===== src/rtl/instr_reg_ctrl.sv =====
// instr_reg_ctrl: sequencing controller for an external instruction register file.
// Two requesters write {opcode, op_a, op_b} entries through an arbiter; a single
// reader pops entries in order. The controller owns the write/read pointers, the
// occupancy count and a short post-reset hold on the register file (reset_n).
//
// Build option: define INSTR_CTRL_FIXED_PRIO_EN to give requester 0 fixed priority
// (no last-grant register). Default build uses round-robin between requesters.

package instr_reg_pkg;
    typedef logic [3:0]         opcode_t;
    typedef logic signed [31:0] operand_t;

    typedef struct packed {
        opcode_t  opcode;
        operand_t op_a;
        operand_t op_b;
    } instruction_t;

    localparam opcode_t OP_ADD = 4'h1;
endpackage

// state | meaning
// ------+-----------------------------------------------------------------
// INIT  | register file held in reset (reset_n=0) for 2 cycles; no traffic
// RUN   | normal operation, reset_n=1; left only through reset
module instr_reg_ctrl
    import instr_reg_pkg::*;
#(
    parameter int DEPTH  = 32,
    parameter int ADDR_W = 5
) (
    input  logic                clk,
    input  logic                reset,

    input  logic                req0_valid,
    output logic                req0_ready,
    input  opcode_t             req0_opcode,
    input  operand_t            req0_op_a,
    input  operand_t            req0_op_b,

    input  logic                req1_valid,
    output logic                req1_ready,
    input  opcode_t             req1_opcode,
    input  operand_t            req1_op_a,
    input  operand_t            req1_op_b,

    input  logic                rd_req,
    output logic                rd_valid,
    output instruction_t        rd_instr,

    output logic                reset_n,
    output logic                load_en,
    output opcode_t             opcode,
    output operand_t            operand_a,
    output operand_t            operand_b,
    output logic [ADDR_W-1:0]   write_pointer,
    output logic [ADDR_W-1:0]   read_pointer,
    input  instruction_t        instruction_word,

    output logic [ADDR_W:0]     count,
    output logic                full,
    output logic                empty
);

    typedef enum logic {
        ST_INIT = 1'b0,
        ST_RUN  = 1'b1
    } state_t;

    localparam logic [1:0]        C_INIT_LOAD = 2'd1;
    localparam logic [ADDR_W:0]   C_FULL      = (ADDR_W+1)'(DEPTH);
    localparam logic [ADDR_W:0]   C_CNT_ONE   = (ADDR_W+1)'(1);
    localparam logic [ADDR_W-1:0] C_PTR_ONE   = ADDR_W'(1);

    state_t              r_state;
    logic [1:0]          r_init_cnt;
    logic                r_reset_n;

    logic [ADDR_W-1:0]   r_wr_ptr;
    logic [ADDR_W-1:0]   r_rd_ptr;
    logic [ADDR_W:0]     r_count;
    logic                r_rd_valid;
    instruction_t        r_rd_instr;

    logic                w_run;
    logic                w_full;
    logic                w_empty;
    logic                w_grant0;
    logic                w_grant1;
    logic                w_ready0;
    logic                w_ready1;
    logic                w_wr0;
    logic                w_wr1;
    logic                w_wr;
    logic                w_pop;

    // Sequencer: down-counter holds INIT for two cycles, then RUN until reset.
    always_ff @(posedge clk) begin
        if (reset) begin
            r_state    <= ST_INIT;
            r_init_cnt <= C_INIT_LOAD;
            r_reset_n  <= 1'b0;
        end else begin
            case (r_state)
                ST_INIT: begin
                    if (r_init_cnt == 2'd0) begin
                        r_state   <= ST_RUN;
                        r_reset_n <= 1'b1;
                    end else begin
                        r_init_cnt <= r_init_cnt - 2'd1;
                    end
                end
                ST_RUN: begin
                    r_state   <= ST_RUN;
                    r_reset_n <= 1'b1;
                end
                default: begin
                    r_state    <= ST_INIT;
                    r_init_cnt <= C_INIT_LOAD;
                    r_reset_n  <= 1'b0;
                end
            endcase
        end
    end

    assign w_run   = (r_state == ST_RUN);
    assign w_full  = (r_count == C_FULL);
    assign w_empty = (r_count == '0);

`ifdef INSTR_CTRL_FIXED_PRIO_EN
    // Fixed priority: requester 0 always wins a contest.
    always_comb begin
        w_grant0 = req0_valid;
        w_grant1 = req1_valid & ~req0_valid;
    end
`else
    // 0: requester 0 was granted last, 1: requester 1 was granted last.
    logic r_last_grant;

    // Round-robin: on a contest, the requester not granted last wins.
    always_comb begin
        w_grant0 = req0_valid & (~req1_valid | r_last_grant);
        w_grant1 = req1_valid & (~req0_valid | ~r_last_grant);
    end

    // Remember which requester completed the most recent write.
    always_ff @(posedge clk) begin
        if (reset) begin
            r_last_grant <= 1'b1;
        end else if (w_wr) begin
            r_last_grant <= w_wr1;
        end
    end
`endif

    // Ready depends only on state, occupancy and the grant, never on ready itself.
    always_comb begin
        w_ready0 = w_run & ~w_full & w_grant0;
        w_ready1 = w_run & ~w_full & w_grant1;
        w_wr0    = req0_valid & w_ready0;
        w_wr1    = req1_valid & w_ready1;
        w_wr     = w_wr0 | w_wr1;
        w_pop    = rd_req & ~w_empty & w_run;
    end

    // Register-file write port: winner's payload on a write, zeros otherwise.
    always_comb begin
        opcode    = '0;
        operand_a = '0;
        operand_b = '0;
        if (w_wr0) begin
            opcode    = req0_opcode;
            operand_a = req0_op_a;
            operand_b = req0_op_b;
        end else if (w_wr1) begin
            opcode    = req1_opcode;
            operand_a = req1_op_a;
            operand_b = req1_op_b;
        end
    end

    // Pointers, occupancy and the registered read data; a write landing in an
    // empty store is not forwarded, so the reader sees it a cycle later at earliest.
    always_ff @(posedge clk) begin
        if (reset) begin
            r_wr_ptr   <= '0;
            r_rd_ptr   <= '0;
            r_count    <= '0;
            r_rd_valid <= 1'b0;
            r_rd_instr <= '0;
        end else begin
            r_rd_valid <= w_pop;
            if (w_wr) begin
                r_wr_ptr <= r_wr_ptr + C_PTR_ONE;
            end
            if (w_pop) begin
                r_rd_ptr   <= r_rd_ptr + C_PTR_ONE;
                r_rd_instr <= instruction_word;
            end
            if (w_wr && !w_pop) begin
                r_count <= r_count + C_CNT_ONE;
            end else if (w_pop && !w_wr) begin
                r_count <= r_count - C_CNT_ONE;
            end
        end
    end

    assign req0_ready    = w_ready0;
    assign req1_ready    = w_ready1;
    assign load_en       = w_wr;
    assign write_pointer = r_wr_ptr;
    assign read_pointer  = r_rd_ptr;
    assign reset_n       = r_reset_n;
    assign rd_valid      = r_rd_valid;
    assign rd_instr      = r_rd_instr;
    assign count         = r_count;
    assign full          = w_full;
    assign empty         = w_empty;

endmodule


===== config.mk =====
export PLATFORM = sky130hd
export DESIGN_NAME = instr_reg_ctrl
export DESIGN_NICKNAME = d
export VERILOG_FILES = /design/src/rtl/instr_reg_ctrl.sv
export SDC_FILE = /design/constraint.sdc
export NUM_CORES = 1
export LEC_CHECK = 0
export BUFFER_PORTS_ARGS = -buffer_cell sky130_fd_sc_hd__clkbuf_2
export CORE_AREA = 2 2 144 146
export CTS_CLUSTER_SIZE = 30
export DETAILED_ROUTE_END_ITERATION = 16
export DIE_AREA = 0 0 146 148
export GPL_TIMING_DRIVEN = 1
export PLACE_DENSITY = 0.55
export SLEW_MARGIN = 0
export SYNTH_ARGS = -nofsm -noshare
export SYNTH_HDL_FRONTEND = slang
export SYNTH_SLANG_ARGS = --single-unit

===== constraint.sdc =====
create_clock -name clk -period 6.3 [get_ports clk]
set_input_delay 0.315 -clock clk [delete_from_list [all_inputs] [get_ports clk]]
set_output_delay 0.315 -clock clk [all_outputs]
set_load 0.05 [all_outputs]

# Word-level counts from Yosys, hierarchy flattened
# Cells that the tools add are included.
[word_totals]
ff_bits = 90
latchBits = 0
mem_bits_rw = 0
mem_bits_ro = 0
out_inout_bits = 159
word_cells = 57
memories = 0
[op_classes]
addsub = 5
n_mul = 0
div = 0
order_cmp = 0
eq_ne = 2
shifts = 0
n_mux = 12
bitwise_logic = 19
reduce_logical = 8
[ops]
columns = ["cell", "n"]
rows = [
  ["2-to-1 mux 32 bit", 4],
  ["2-to-1 mux 6 bit", 2],
  ["adder 5 x 1 -> 5 bit (second input constant)", 2],
  ["AND 1 bit", 9],
  ["2-to-1 mux 4 bit", 2],
  ["inverter 1 bit", 7],
  ["adder 6 x 1 -> 6 bit (second input constant)", 1],
  ["== test 6 bit (second input constant)", 1],
  ["zero test 6 bit", 1],
  ["subtractor 6 x 1 -> 6 bit (second input constant)", 1],
  ["one-hot mux 1 bit (2 select lines)", 2],
  ["bitwise OR 1 bit", 3],
  ["logical AND 1 bit", 2],
  ["zero test 1 bit", 2],
  ["zero test 2 bit", 1],
  ["2-to-1 mux 1 bit", 2],
  ["!= test 2 bit (second input constant)", 1],
  ["AND reduction 2 bit", 1],
  ["nonzero test 2 bit", 1],
  ["subtractor 2 x 1 -> 2 bit (second input constant)", 1],
]

# Logic depth before layout (Yosys ltp)
# Gate-level depths: netlist of the first run.
[depth]
depth_word = 10
ltp_mapped = 14

# Worst setup path after synthesis of the first run
# No wires, ideal clock.
[synth_timing]
path_kind = "reg2reg"
startpoint = "register r_count[0] (netlist: count[0])"
endpoint = "register r_count[5] (netlist: count[5])"
setup_ns = 0.062
arrival_time_ns = 3.712
t_required_ns = 6.238
slack_ns = 2.526
stages_incl_launch_ff = 12
path_buffers = 1
synth_period_minus_slack_ns = 3.774
path_cell_list = "dfxtp_1 -> or4_1 -> buf_2 -> o311ai_0 -> inv_1 -> ha_1 -> inv_1 -> ha_1 -> and3_1 -> a2111oi_0 -> o22ai_1 -> nand3_1"
[synth_between]
elab_chain_cells = 9
elab_cells_between_ends = 21
cone_classes = "add/sub: 2; eq/ne: 1; mux: 2; bitwise: 10; reduce/logical: 6"
[synth_rtl]
columns = ["element", "line_no", "text"]
rows = [
  ["from (decl)", "81", "logic [ADDR_W:0] r_count;"],
  ["from (signal assigned)", "201", "r_count <= r_count + C_CNT_ONE;"],
  ["from (signal assigned)", "203", "r_count <= r_count - C_CNT_ONE;"],
  ["== test 6 bit (*)", "127", "assign w_full = (r_count == C_FULL);"],
  ["inverter 1 bit (*)", "158, 159", ""],
  ["AND 1 bit (*)", "158, 159", ""],
  ["AND 1 bit, on equally long branches", "158, 159", ""],
  ["AND 1 bit, on equally long branches", "160, 161", ""],
  ["bitwise OR 1 bit (*)", "162", "w_wr = w_wr0 | w_wr1;"],
  ["named net load_en", "52", "output logic load_en,"],
  ["zero test 1 bit", "202", "end else if (w_pop && !w_wr) begin"],
  ["logical AND 1 bit", "202", ""],
  ["nonzero test 2 bit (no line)", "n/a", ""],
]
# Mark *: on every way through the listed nets, which the timed path passes. The rest lies on a longest branch. The select of a mux whose other input is x is not followed.
# A chain may end at the register's enable or synchronous reset.

# Final worst setup path of the first run
[layout_timing]
startpoint = "register r_count[0] (netlist: count[0])"
endpoint = "register r_count[5] (netlist: count[5])"
[layout_between]
elab_chain_cells = 9
elab_cells_between_ends = 21
cone_classes = "add/sub: 2; eq/ne: 1; mux: 2; bitwise: 10; reduce/logical: 6"
[layout_rtl]
columns = ["element", "line_no"]
rows = [
  ["== test 6 bit", "127"],
  ["inverter 1 bit", "158, 159"],
  ["AND 1 bit", "158, 159"],
  ["AND 1 bit, on equally long branches", "158, 159"],
  ["AND 1 bit, on equally long branches", "160, 161"],
  ["bitwise OR 1 bit", "162"],
  ["zero test 1 bit", "202"],
  ["logical AND 1 bit", "202"],
  ["nonzero test 2 bit (no line)", "n/a"],
]
# Parallel ways exist; a longest one is shown, timed or not. The select of a mux whose other input is x is not followed.

==> results of run 1 <==
## sequential cells by signal (all words and copies together), names as in the netlist
signal and cells:
count 6, r_init_cnt 2, r_last_grant 1, r_state 1, rd_instr 68, rd_valid 1
read_pointer 5, reset_n 1, write_pointer 5
## metrics by stage
step	util, %	setup WS, ps	cells
final	32.6	2740	1136
after global routing	32.6	2440	1132
after CTS	32.6	2750	1132
after detailed placement	31.1	2790	1116
after global placement	31.1	2770	1116
after floorplan	-	2530	518
## per-layer routing
| layer | part of all wire [%] | track usage, % | vias to the layer above |
|---|---|---|---|
| li1 | - | - | 2503 |
| met1 | 44 | 20.6 | 2263 |
| met2 | 44 | 23.8 | 168 |
| met3 | 10 | 6.76 | 19 |
| met4 | 0.99 | 3.40 | 8 |
| met5 | 0.30 | 0 | - |
## final cells by class
cell class,instances,share of cell area [%]
multi-input combinational,373,33.2
inverter,11,0.632
clock buffer,9,3.45
timing repair buffer,372,28.7
clock inverter,7,1.13
tap,270,5.17
sequential,90,27.6
antenna,4,0.153
## report_power, final
| part | leakage (nW) | internal [mW] | switching (mW) |
|---|---|---|---|
| sequential | 0.729 | 0.653 | 0.0696 |
| clock | 0.147 | 0.310 | 0.233 |
| combinational | 2.28 | 0.364 | 1.00 |
| total | 3.15 | 1.33 | 1.31 |
## critical path, cell delays in order, from the launching register on
cell,delay [ps]
dfxtp_1,350
or4_1,650
o311ai_0,710
inv_1,130
ha_1,320
inv_1,220
ha_1,280
and3_1,210
a2111oi_0,400
o22ai_1,160
nand3_1,80
## final timing paths
check / slack [ps] / endpoint
hold / removal: 190 / rd_instr[58]$_SDFFE_PP0P_
setup reg to reg: 2740 / count[5]$_SDFFE_PP0P_
setup / recovery: 2740 / count[5]$_SDFFE_PP0P_
hold reg to reg: 450 / rd_instr[9]$_SDFFE_PP0P_
## cells in the mapped netlist (4+ instances only)
master,number
ha_1,9
buf_4,8
nor2_1,17
o21ai_0,4
a22o_1,68
a21oi_1,76
nor3_1,6
nand2_1,142
xor2_1,4
o31ai_1,4
clkbuf_1,28
inv_1,10
or4_1,5
buf_2,5
dfxtp_1,90
## cell families (layout without fill, tap and decap cells)
| group | after synthesis | count (layout) | synth area share, % |
|---|---|---|---|
| adders and majority gates | 10 | 10 | 3.16 |
| other | 0 | 4 | 0 |
| DFF | 90 | 90 | 43.0 |
| buffers and inverters | 55 | 399 | 5.79 |
| AOI/OAI and AO/OA | 166 | 166 | 27.4 |
| muxes | 1 | 1 | 0.239 |
| xor gates and xnor gates | 6 | 6 | 1.25 |
| and+or+nand+nor | 190 | 190 | 19.2 |
==> results.ini, run 1 <==
[synth]
netlist_area_um2=4190
synth_seq_cells=90
synth.area.top_cells=dfxtp_1, a22o_1, nand2_1
syn_nets=737
syn_inst=518
ys.flop_type=dfxtp_1
async_flop_share_pct=0
yosysWarnings=0
synth_edf_count=0
yosys.area.top_type=dfxtp_1
avgSynthCellArea_um2=8.10
yosysTopAreaCellShare_pct=43.0
yosysSeqAreaShare_pct=43.0
synth_cell_type_count=44

[worst_setup_path]
critPathRequiredTime_ps=6590
rr_worst_depth=10
worstSetupStartpoint=count[0]$_SDFFE_PP0P_
worstSetupStartpointType=flip-flop
worstSetupPathType=reg -> reg
crit_arrival_ps=3840
critPathCaptureType=flip-flop
r2r-start=count[0]$_SDFFE_PP0P_
crit_fanout=7

[drt]
ant_nets=0
routed_wl_um=18000
viasPerCell=4.37
first_pass_iters=4
drtIter0Drc=172
vias=4961
drc_errors=0
routedWlPerCell_um=15.8

[global_routing]
grt_pass1_wl_um=26500
grt_max_degree=79
grt_overflow_total=0
grt_pass1_vias=4575
grt_antenna_before_repair=5
track_usage_pct=15.6

[floorplan]
num_rows=52
die_height_um=148
die_x_um=146
io_pins=368
start_util_pct=20.9
die_area_um2=21600
core-area_um2=20000

[hold_path]
hold_start=instruction_word[58]
hold_path_class=in -> reg
holdPathStages=3

[job]
drv_cap=0

[clock_network]
clkSinkCount=90
cts_tree=done
cts_resized=0
clk_pin_slew_ps=70
htree_levels=3
clock_path_buffers=2
holdBufCountCts=0
cts_made_buffers=9
clk_latency_ps=340
post_cts_buffers=0
cts_root_buf=clkbuf_16

[sta]
hold_viol=0
setup_viol=0
period_needed_ps=3560
fmaxAchievable_ghz=0.281
finalCritPeriodShare_pct=56.5
final_max_slew_viol_count=0
grt_setup_unrepaired=no
slew-limit-headroom_pct=41.2
tightest_slew_ps=883
finalClockSkew_ps=8.29
final.setup.tns_ps=0
fin_hold_ws_ps=188

[layout]
area_growth_pct=55.8
final_cell_mix=clkbuf_2, nand2_1, dfxtp_1
multi_input_area_um2=2170
final_cell_area_um2=6540
nFillCells=2226
drive_gt1_share_pct=45.7
regArea_um2=1800
final_common_cell=clkbuf_2
fin_nets=1076

[outcome]
status=finished, final reports clean

[power_and_ir_drop]
power.density_nw_per_um2=403
peakVddDrop_mv=0.489
leakage_nw=3.15
fin_total_pwr_mw=2.63

[placement]
place_hpwl_um=14100
placed_area_um2=6230
gp_congestion=0.817
io_buffers=367

No activity file was read; power rests on OpenSTA's default activity.
==> inputs of run 2 (changes only) <==
--- a/config.mk
+++ b/config.mk
@@ -5,13 +5,14 @@
 export SDC_FILE = /design/constraint.sdc
 export NUM_CORES = 1
 export LEC_CHECK = 0
+export ABC_AREA = 1
 export BUFFER_PORTS_ARGS = -buffer_cell sky130_fd_sc_hd__clkbuf_2
-export CORE_AREA = 2 2 144 146
+export CORE_AREA = 2 2 143 145
 export CTS_CLUSTER_SIZE = 30
 export DETAILED_ROUTE_END_ITERATION = 16
-export DIE_AREA = 0 0 146 148
+export DIE_AREA = 0 0 145 147
 export GPL_TIMING_DRIVEN = 1
-export PLACE_DENSITY = 0.55
+export PLACE_DENSITY = 0.57
 export SLEW_MARGIN = 0
 export SYNTH_ARGS = -nofsm -noshare
 export SYNTH_HDL_FRONTEND = slang
==> constraint.sdc (replaced) <==
create_clock -name clk -period 3.7 [get_ports clk]
set_input_delay 0.185 -clock clk [delete_from_list [all_inputs] [get_ports clk]]
set_output_delay 0.185 -clock clk [all_outputs]
set_load 0.05 [all_outputs]
==> run 2 against run 1 <==
  * Critical path type is now reg -> out
  * Clock-buffer cell count stayed put
  * Non-clock buffer count increased by 4
  * Sequential share of layout area shrank 0.93 points
  * Worst hold slack lost 110 ps
  * Register-to-register slack got worse by 1500 ps
  * Largest power group unchanged
  * Via count increased by 7.6%
  * Synthesized cell count up 31%
  * First-iteration DRC count decreased by 26%
  * Clock power grew 72%
  * Utilization rose by 1.5 points
==> results.ini, run 2 <==
[outcome]
status=finished, final reports clean  ; unchanged

[floorplan]
die_x_um=145  ; was 146 µm
num_rows=52  ; unchanged
die_height_um=147  ; was 148 µm
io_pins=368  ; unchanged
start_util_pct=22.5  ; was 20.9%
die_area_um2=21300  ; was 21600 µm²
core-area_um2=19800  ; was 20000 µm²

[clock_network]
cts_root_buf=clkbuf_16  ; unchanged
clock_path_buffers=2  ; unchanged
clk_pin_slew_ps=70  ; about the same
htree_levels=3  ; unchanged
cts_resized=0  ; unchanged
clkSinkCount=90  ; unchanged
clk_latency_ps=340  ; about the same
holdBufCountCts=0  ; unchanged
cts_made_buffers=9  ; unchanged
post_cts_buffers=0  ; unchanged
cts_tree=done  ; unchanged

[placement]
placedCellCount=1284  ; was 1116
pre_cts_ws_ps=1260  ; was 2790 ps
io_buffers=367  ; unchanged
place_hpwl_um=13700  ; was 14100 µm
gp_congestion=0.867  ; was 0.817

[drt]
first_pass_iters=4  ; unchanged
routedWlPerCell_um=13.0  ; was 15.8 µm
drtIter0Drc=127  ; was 172
ant_nets=0  ; unchanged
routed_wl_um=17000  ; was 18000 µm
drc_errors=0  ; unchanged
vias=5340  ; was 4961
viasPerCell=4.10  ; was 4.37

[sta]
final.setup.worst_slack_ps=1110  ; was 2740 ps
finalCritPeriodShare_pct=70.1
finalClockSkew_ps=7.65  ; was 8.29 ps
final_max_slew_viol_count=0  ; unchanged
fmaxAchievable_ghz=0.386
period_needed_ps=2590
tightest_slew_ps=839  ; was 883 ps
grt_setup_unrepaired=no  ; unchanged
hold_viol=0  ; unchanged
setup_viol=0  ; unchanged
final.setup.tns_ps=0  ; unchanged
slew-limit-headroom_pct=44.0  ; was 41.2%

[layout]
fin_cells=1301  ; was 1136
final_common_cell=clkbuf_2  ; unchanged
area_growth_pct=51.8  ; was 55.8%
drive_gt1_share_pct=40.4  ; was 45.7%
largest_reg_flops=68  ; unchanged
nFillCells=2190  ; was 2226
fin_nets=1244  ; was 1076
final_cell_mix=clkbuf_2, nand2_1, nor2_1  ; was clkbuf_2, nand2_1, dfxtp_1
postLayoutCoreUtil_pct=34.1  ; was 32.6%

[global_routing]
track_usage_pct=15.6  ; about the same
grt_pass1_vias=5147  ; was 4575
grt_pass1_wl_um=26800  ; was 26500 µm
grt_overflow_total=0  ; unchanged
grt_antenna_before_repair=1  ; was 5
grt_max_degree=51  ; was 79

[worst_setup_path]
worstSetupPathType=reg -> out  ; was reg -> reg
critPathRequiredTime_ps=3510  ; was 6590 ps
worstSetupStartpoint=count[0]$_SDFFE_PP0P_  ; unchanged
r2r-start=count[1]$_SDFFE_PP0P_  ; was count[0]$_SDFFE_PP0P_
crit_fanout=50  ; was 7
critPathCaptureType=output pin  ; was flip-flop
worstSetupStartpointType=flip-flop  ; unchanged
crit_arrival_ps=2410  ; was 3840 ps

[synth]
synth_common_cells=nand2_1, nor2_1, dfxtp_1  ; was nand2_1, dfxtp_1, a21oi_1
synthAdderAreaFrac_pct=2.98  ; was 3.16%
synth_xor_area_share_pct=1.57  ; was 1.25%
netlist_area_um2=4460  ; was 4190 µm²
synth_most_common_cell=nand2_1  ; unchanged
synthSimpleGateAreaFrac_pct=36.5  ; was 19.2%
avgSynthCellArea_um2=6.59  ; was 8.10 µm²
synth.area.top_cells=dfxtp_1, nand2_1, nor2_1  ; was dfxtp_1, a22o_1, nand2_1
syn_nets=895  ; was 737
synth_edf_count=0  ; unchanged
ys.flop_type=dfxtp_1  ; unchanged
async_flop_share_pct=0  ; unchanged
synth_cell_type_count=27  ; was 44
synth_mux_area_share_pct=0  ; was 0.239%
syn_inst=676  ; was 518
yosys.area.top_type=dfxtp_1  ; unchanged
synth_compound_area_share_pct=10.9  ; was 27.4%
synth_top_family_by_area=simple AND/OR/NAND/NOR gates  ; was compound AO/OA/AOI/OAI gates
yosysSeqAreaShare_pct=40.4  ; was 43.0%
yosysWarnings=0  ; unchanged
yosysTopAreaCellShare_pct=40.4  ; was 43.0%
synth_seq_cells=90  ; unchanged

[hold_path]
hold_path_class=in -> reg  ; unchanged
hold_start=instruction_word[48]  ; was instruction_word[58]

[power_and_ir_drop]
fin_total_pwr_mw=4.91  ; was 2.63 mW
peakVddDrop_mv=0.310  ; was 0.489 mV
leakage_nw=3.75  ; was 3.15 nW
power.density_nw_per_um2=726  ; was 403 nW/µm²

[job]
drv_cap=0  ; unchanged

## run 2: changes by cell type after synthesis, moves of 6 or more
cell and change:
buf_2 +12, buf_6 +9, nand2_1 +81, nor2_1 +140, o21ai_0 +47, o21ai_1 +28
a21oi_1 -63, nand3_1 +6, inv_1 +15, nor3_1 -6, clkbuf_1 -20, nand2_2 +11
buf_4 -8, a22o_1 -68
## run 2: cell families after synthesis
family	after synthesis
AOI/OAI and AO/OA	95
xor gates and xnor gates	8
adders and majority gates	10
buffers and inverters	66
DFF	90
and+or+nand+nor	407
## run 2: layout make-up
| class | count | area, µm² | share of cell area [%] |
|---|---|---|---|
| clock inverter | 7 | 76.3 | 1.13 |
| clock buffer | 9 | 225 | 3.33 |
| sequential | 90 | 1800 | 26.6 |
| multi-input combinational | 520 | 2310 | 34.2 |
| antenna | 1 | 2.50 | 0.0370 |
| tap | 270 | 338 | 4.99 |
| inverter | 28 | 105 | 1.55 |
| timing repair buffer | 376 | 1900 | 28.1 |
## run 2: worst paths after layout
path	end	cells past startpoint	slack (ps)
setup / recovery	opcode[0]	8	1110
hold / removal	rd_instr[48]$_SDFFE_PP0P_	3	70
setup reg to reg	count[3]$_SDFFE_PP0P_	13	1260
hold reg to reg	r_last_grant$_SDFFE_PP1P_	2	460
## run 2: power breakdown
group | internal [mW] | total [mW] | switching, mW | leakage, nW
Clock | 0.528 | 0.935 | 0.406 | 0.142
Combinational | 0.647 | 2.64 | 1.99 | 2.88
Sequential | 1.19 | 1.34 | 0.150 | 0.731
Total | 2.37 | 4.91 | 2.55 | 3.75
## run 2: metrics by stage
stage / hold slack [ps] / cell area, µm²
after floorplan: 330 / 4460
after global placement: 416 / 6460
after detailed placement: 425 / 6460
after CTS: 59.4 / 6760
after global routing: 74.3 / 6760
final: 74.1 / 6770
## run 2: per-layer routing
metal | GRT usage [%] | part of all wire [%] | vias to the layer above
met5 | 0 | 0 | -
met1 | 18.3 | 42 | 2308
li1 | - | - | 2796
met2 | 27.4 | 48 | 216
met4 | 4.80 | 2.0 | 0
met3 | 4.88 | 7.7 | 20
## run 2: worst max-delay path, cell delays in order (launching register included)
cell and delay (ps):
dfxtp_1 430, nor2_4 80, nand4_4 110, nand3_2 100
inv_2 610, buf_4 310, nand2_1 60, nand2_1 70
clkbuf_2 290
==> inputs of run 3 (changes only) <==
--- a/config.mk
+++ b/config.mk
@@ -7,12 +7,12 @@
 export LEC_CHECK = 0
 export ABC_AREA = 1
 export BUFFER_PORTS_ARGS = -buffer_cell sky130_fd_sc_hd__clkbuf_2
-export CORE_AREA = 2 2 143 145
+export CORE_AREA = 2 2 142 144
 export CTS_CLUSTER_SIZE = 30
 export DETAILED_ROUTE_END_ITERATION = 16
-export DIE_AREA = 0 0 145 147
+export DIE_AREA = 0 0 144 146
 export GPL_TIMING_DRIVEN = 1
-export PLACE_DENSITY = 0.57
+export PLACE_DENSITY = 0.59
 export SLEW_MARGIN = 0
 export SYNTH_ARGS = -nofsm -noshare
 export SYNTH_HDL_FRONTEND = slang
==> constraint.sdc (replaced) <==
create_clock -name clk -period 2.3 [get_ports clk]
set_input_delay 0.115 -clock clk [delete_from_list [all_inputs] [get_ports clk]]
set_output_delay 0.115 -clock clk [all_outputs]
set_load 0.05 [all_outputs]
==> run 3 against run 2 <==
  * First-iteration DRC count increased by 38%
  * Die area decreased by 1.4%
  * Sequential share of layout area shrank 0.60 points
  * Power grew 66%
  * Via count is 1.3% higher
  * Global-route usage is 0.21 points higher
  * Clock skew increased by 3.5 ps
  * Combinational power up 65%
  * Clock-buffer cell count increased by 1
  * Sequential power grew 63%
  * Routed wire length increased by 2.9%
  * Largest cell class unchanged
  * Highest routed layer is now met5
==> results.ini, run 3 (synthesized netlist as in run 2, its figures left out) <==
[sta]
final_max_slew_viol_count=0  ; unchanged
grt_setup_unrepaired=yes  ; was no
finalCritPeriodShare_pct=93.0
final.setup.tns_ps=0  ; unchanged
finalClockSkew_ps=11.1  ; was 7.65 ps
hold_viol=0  ; unchanged
fmaxAchievable_ghz=0.468
slew-limit-headroom_pct=62.8  ; was 44.0%
period_needed_ps=2140
setup_viol=0  ; unchanged
tightest_slew_ps=558  ; was 839 ps

[clock_network]
cts_tree=done  ; unchanged
htree_levels=3  ; unchanged
clkSinkCount=90  ; unchanged
cts_made_buffers=9  ; unchanged
clock_path_buffers=2  ; unchanged
clk_latency_ps=340  ; about the same
clk_pin_slew_ps=70  ; about the same
cts_root_buf=clkbuf_16  ; unchanged

[worst_setup_path]
crit_chain=nor2_4 > nand4_4 > nand3_2 > clkinv_2 > buf_12 > nand2_1 > nand2_1 > clkbuf_2  ; was nor2_4 > nand4_4 > nand3_2 > inv_2 > buf_4 > nand2_1 > nand2_1 > clkbuf_2
slowest_delay_ps=370  ; was 610 ps
worstSetupStartpointType=flip-flop  ; unchanged
crit_fanout=44  ; was 50
critPathRequiredTime_ps=2180  ; was 3510 ps
critPathCaptureType=output pin  ; unchanged
cp.buffers_inverters=3  ; unchanged
cp_slowest_cell=dfxtp_4  ; was inv_2
critPathTopFamily=buffers and inverters  ; unchanged
crit_arrival_ps=2020  ; was 2410 ps
worstSetupPathType=reg -> out  ; unchanged
crit_top_cell=nand2_1  ; unchanged

[layout]
final_cell_mix=clkbuf_2, nand2_1, nor2_1  ; unchanged
area_growth_pct=56.4  ; was 51.8%
largest_reg_flops=68  ; unchanged
final_common_cell=clkbuf_2  ; unchanged
drive_gt1_share_pct=41.3  ; was 40.4%
fin_nets=1251  ; was 1244
final_cell_area_um2=6970  ; was 6770 µm²
postLayoutCoreUtil_pct=36.0  ; was 34.1%
nFillCells=2154  ; was 2190

[drt]
routed_wl_um=17500  ; was 17000 µm
vias=5409  ; was 5340
routedWlPerCell_um=13.4  ; was 13.0 µm
viasPerCell=4.14  ; was 4.10
drc_errors=0  ; unchanged
ant_nets=0  ; unchanged
drtIter0Drc=175  ; was 127
first_pass_iters=5  ; was 4

[power_and_ir_drop]
power.density_nw_per_um2=1170  ; was 726 nW/µm²
peakVddDrop_mv=0.485  ; was 0.310 mV
leakage_nw=3.82  ; was 3.75 nW

[global_routing]
track_usage_pct=15.8  ; was 15.6%
grt_max_degree=77  ; was 51
grt_antenna_before_repair=4  ; was 1
grt_pass1_vias=4995  ; was 5147
grt_overflow_total=0  ; unchanged
grt_pass1_wl_um=26000  ; was 26800 µm

[placement]
place_hpwl_um=14000  ; was 13700 µm
gp_congestion=0.845  ; was 0.867
io_buffers=367  ; unchanged
placed_area_um2=6570  ; was 6460 µm²

[floorplan]
die_x_um=144  ; was 145 µm
die_area_um2=21000  ; was 21300 µm²
die_height_um=146  ; was 147 µm
core-area_um2=19300  ; was 19800 µm²
io_pins=368  ; unchanged
start_util_pct=23.0  ; was 22.5%
num_rows=51  ; was 52

[job]
drv_cap=0  ; unchanged

[hold_path]
hold_path_class=in -> reg  ; unchanged

[outcome]
status=finished, final reports clean  ; unchanged

-- run 3: cell count changes in the layout (fill, tap and decap cells not counted), moves of 2 or more --
cell | previous run | this run
dfxtp_2 | 0 | 4
buf_12 | 0 | 6
buf_4 | 9 | 7
dfxtp_1 | 90 | 84
diode_2 | 1 | 3
clkbuf_2 | 367 | 365
dlygate4sd3_1 | 0 | 5
dfxtp_4 | 0 | 2
-- run 3: area by class of cell --
type	instances	area (µm²)	share of cell area, %
inverters	28	106	1.53
flip-flops and latches	90	1810	26.0
clock buffers	10	239	3.43
repair buffers	383	2050	29.4
multi-input cells	520	2330	33.5
clock inverters	6	88.8	1.27
well taps	265	332	4.76
diodes	3	7.51	0.108
-- run 3: worst reg2reg max path: cells and delay by family (launching register included) --
family / cells / cell delay, ps
fa+ha+maj: 2 / 550
buf+inv: 2 / 170
compound gates: 2 / 190
simple gates: 9 / 750
flops: 1 / 350
-- run 3: metrics by stage --
step                setup slack, ps  hold slack [ps]  power, mW  instances
floorplan                      3.09              250       5.49        676
global placement               90.3              348       6.55       1280
detailed placement             15.3              357       6.57       1280
CTS                            1.45            0.919       8.23       1301
global route                  -42.9             17.2       8.68       1303
finish                          162             14.7       8.14       1305
-- run 3: power breakdown --
group / switching (mW) / internal (mW) / leakage [nW]
clock: 0.630 / 0.984 / 0.155
combinational: 3.25 / 1.10 / 2.93
sequential: 0.252 / 1.93 / 0.734
-- run 3: routing by layer --
metal	wire, µm	vias up	global-route usage [%]
met5	13	-	0
met4	376	2	5.05
met3	1810	27	5.76
met2	8440	220	28.4
met1	6820	2345	17.1
li1	-	2815	-
-- run 3: final timing paths --
path | start | to | slack (ps) | cells after the start
max | count[0]$_SDFFE_PP0P_ | operand_a[14] | 160 | 8
min | instruction_word[10] | rd_instr[10]$_SDFFE_PP0P_ | 10 | 3
max reg2reg | r_last_grant$_SDFFE_PP1P_ | count[5]$_SDFFE_PP0P_ | 200 | 15
min reg2reg | rd_instr[43]$_SDFFE_PP0P_ | rd_instr[43]$_SDFFE_PP0P_ | 480 | 2
-- run 3: what timing repair did --
action | 4_1_cts | 5_1_grt
buffers inserted | 0 | 1
endpoints found under the hold margin | 5 | 0
hold buffers | 5 | 0
resized for setup | 0 | 4
setup endpoints to repair | 0 | 30
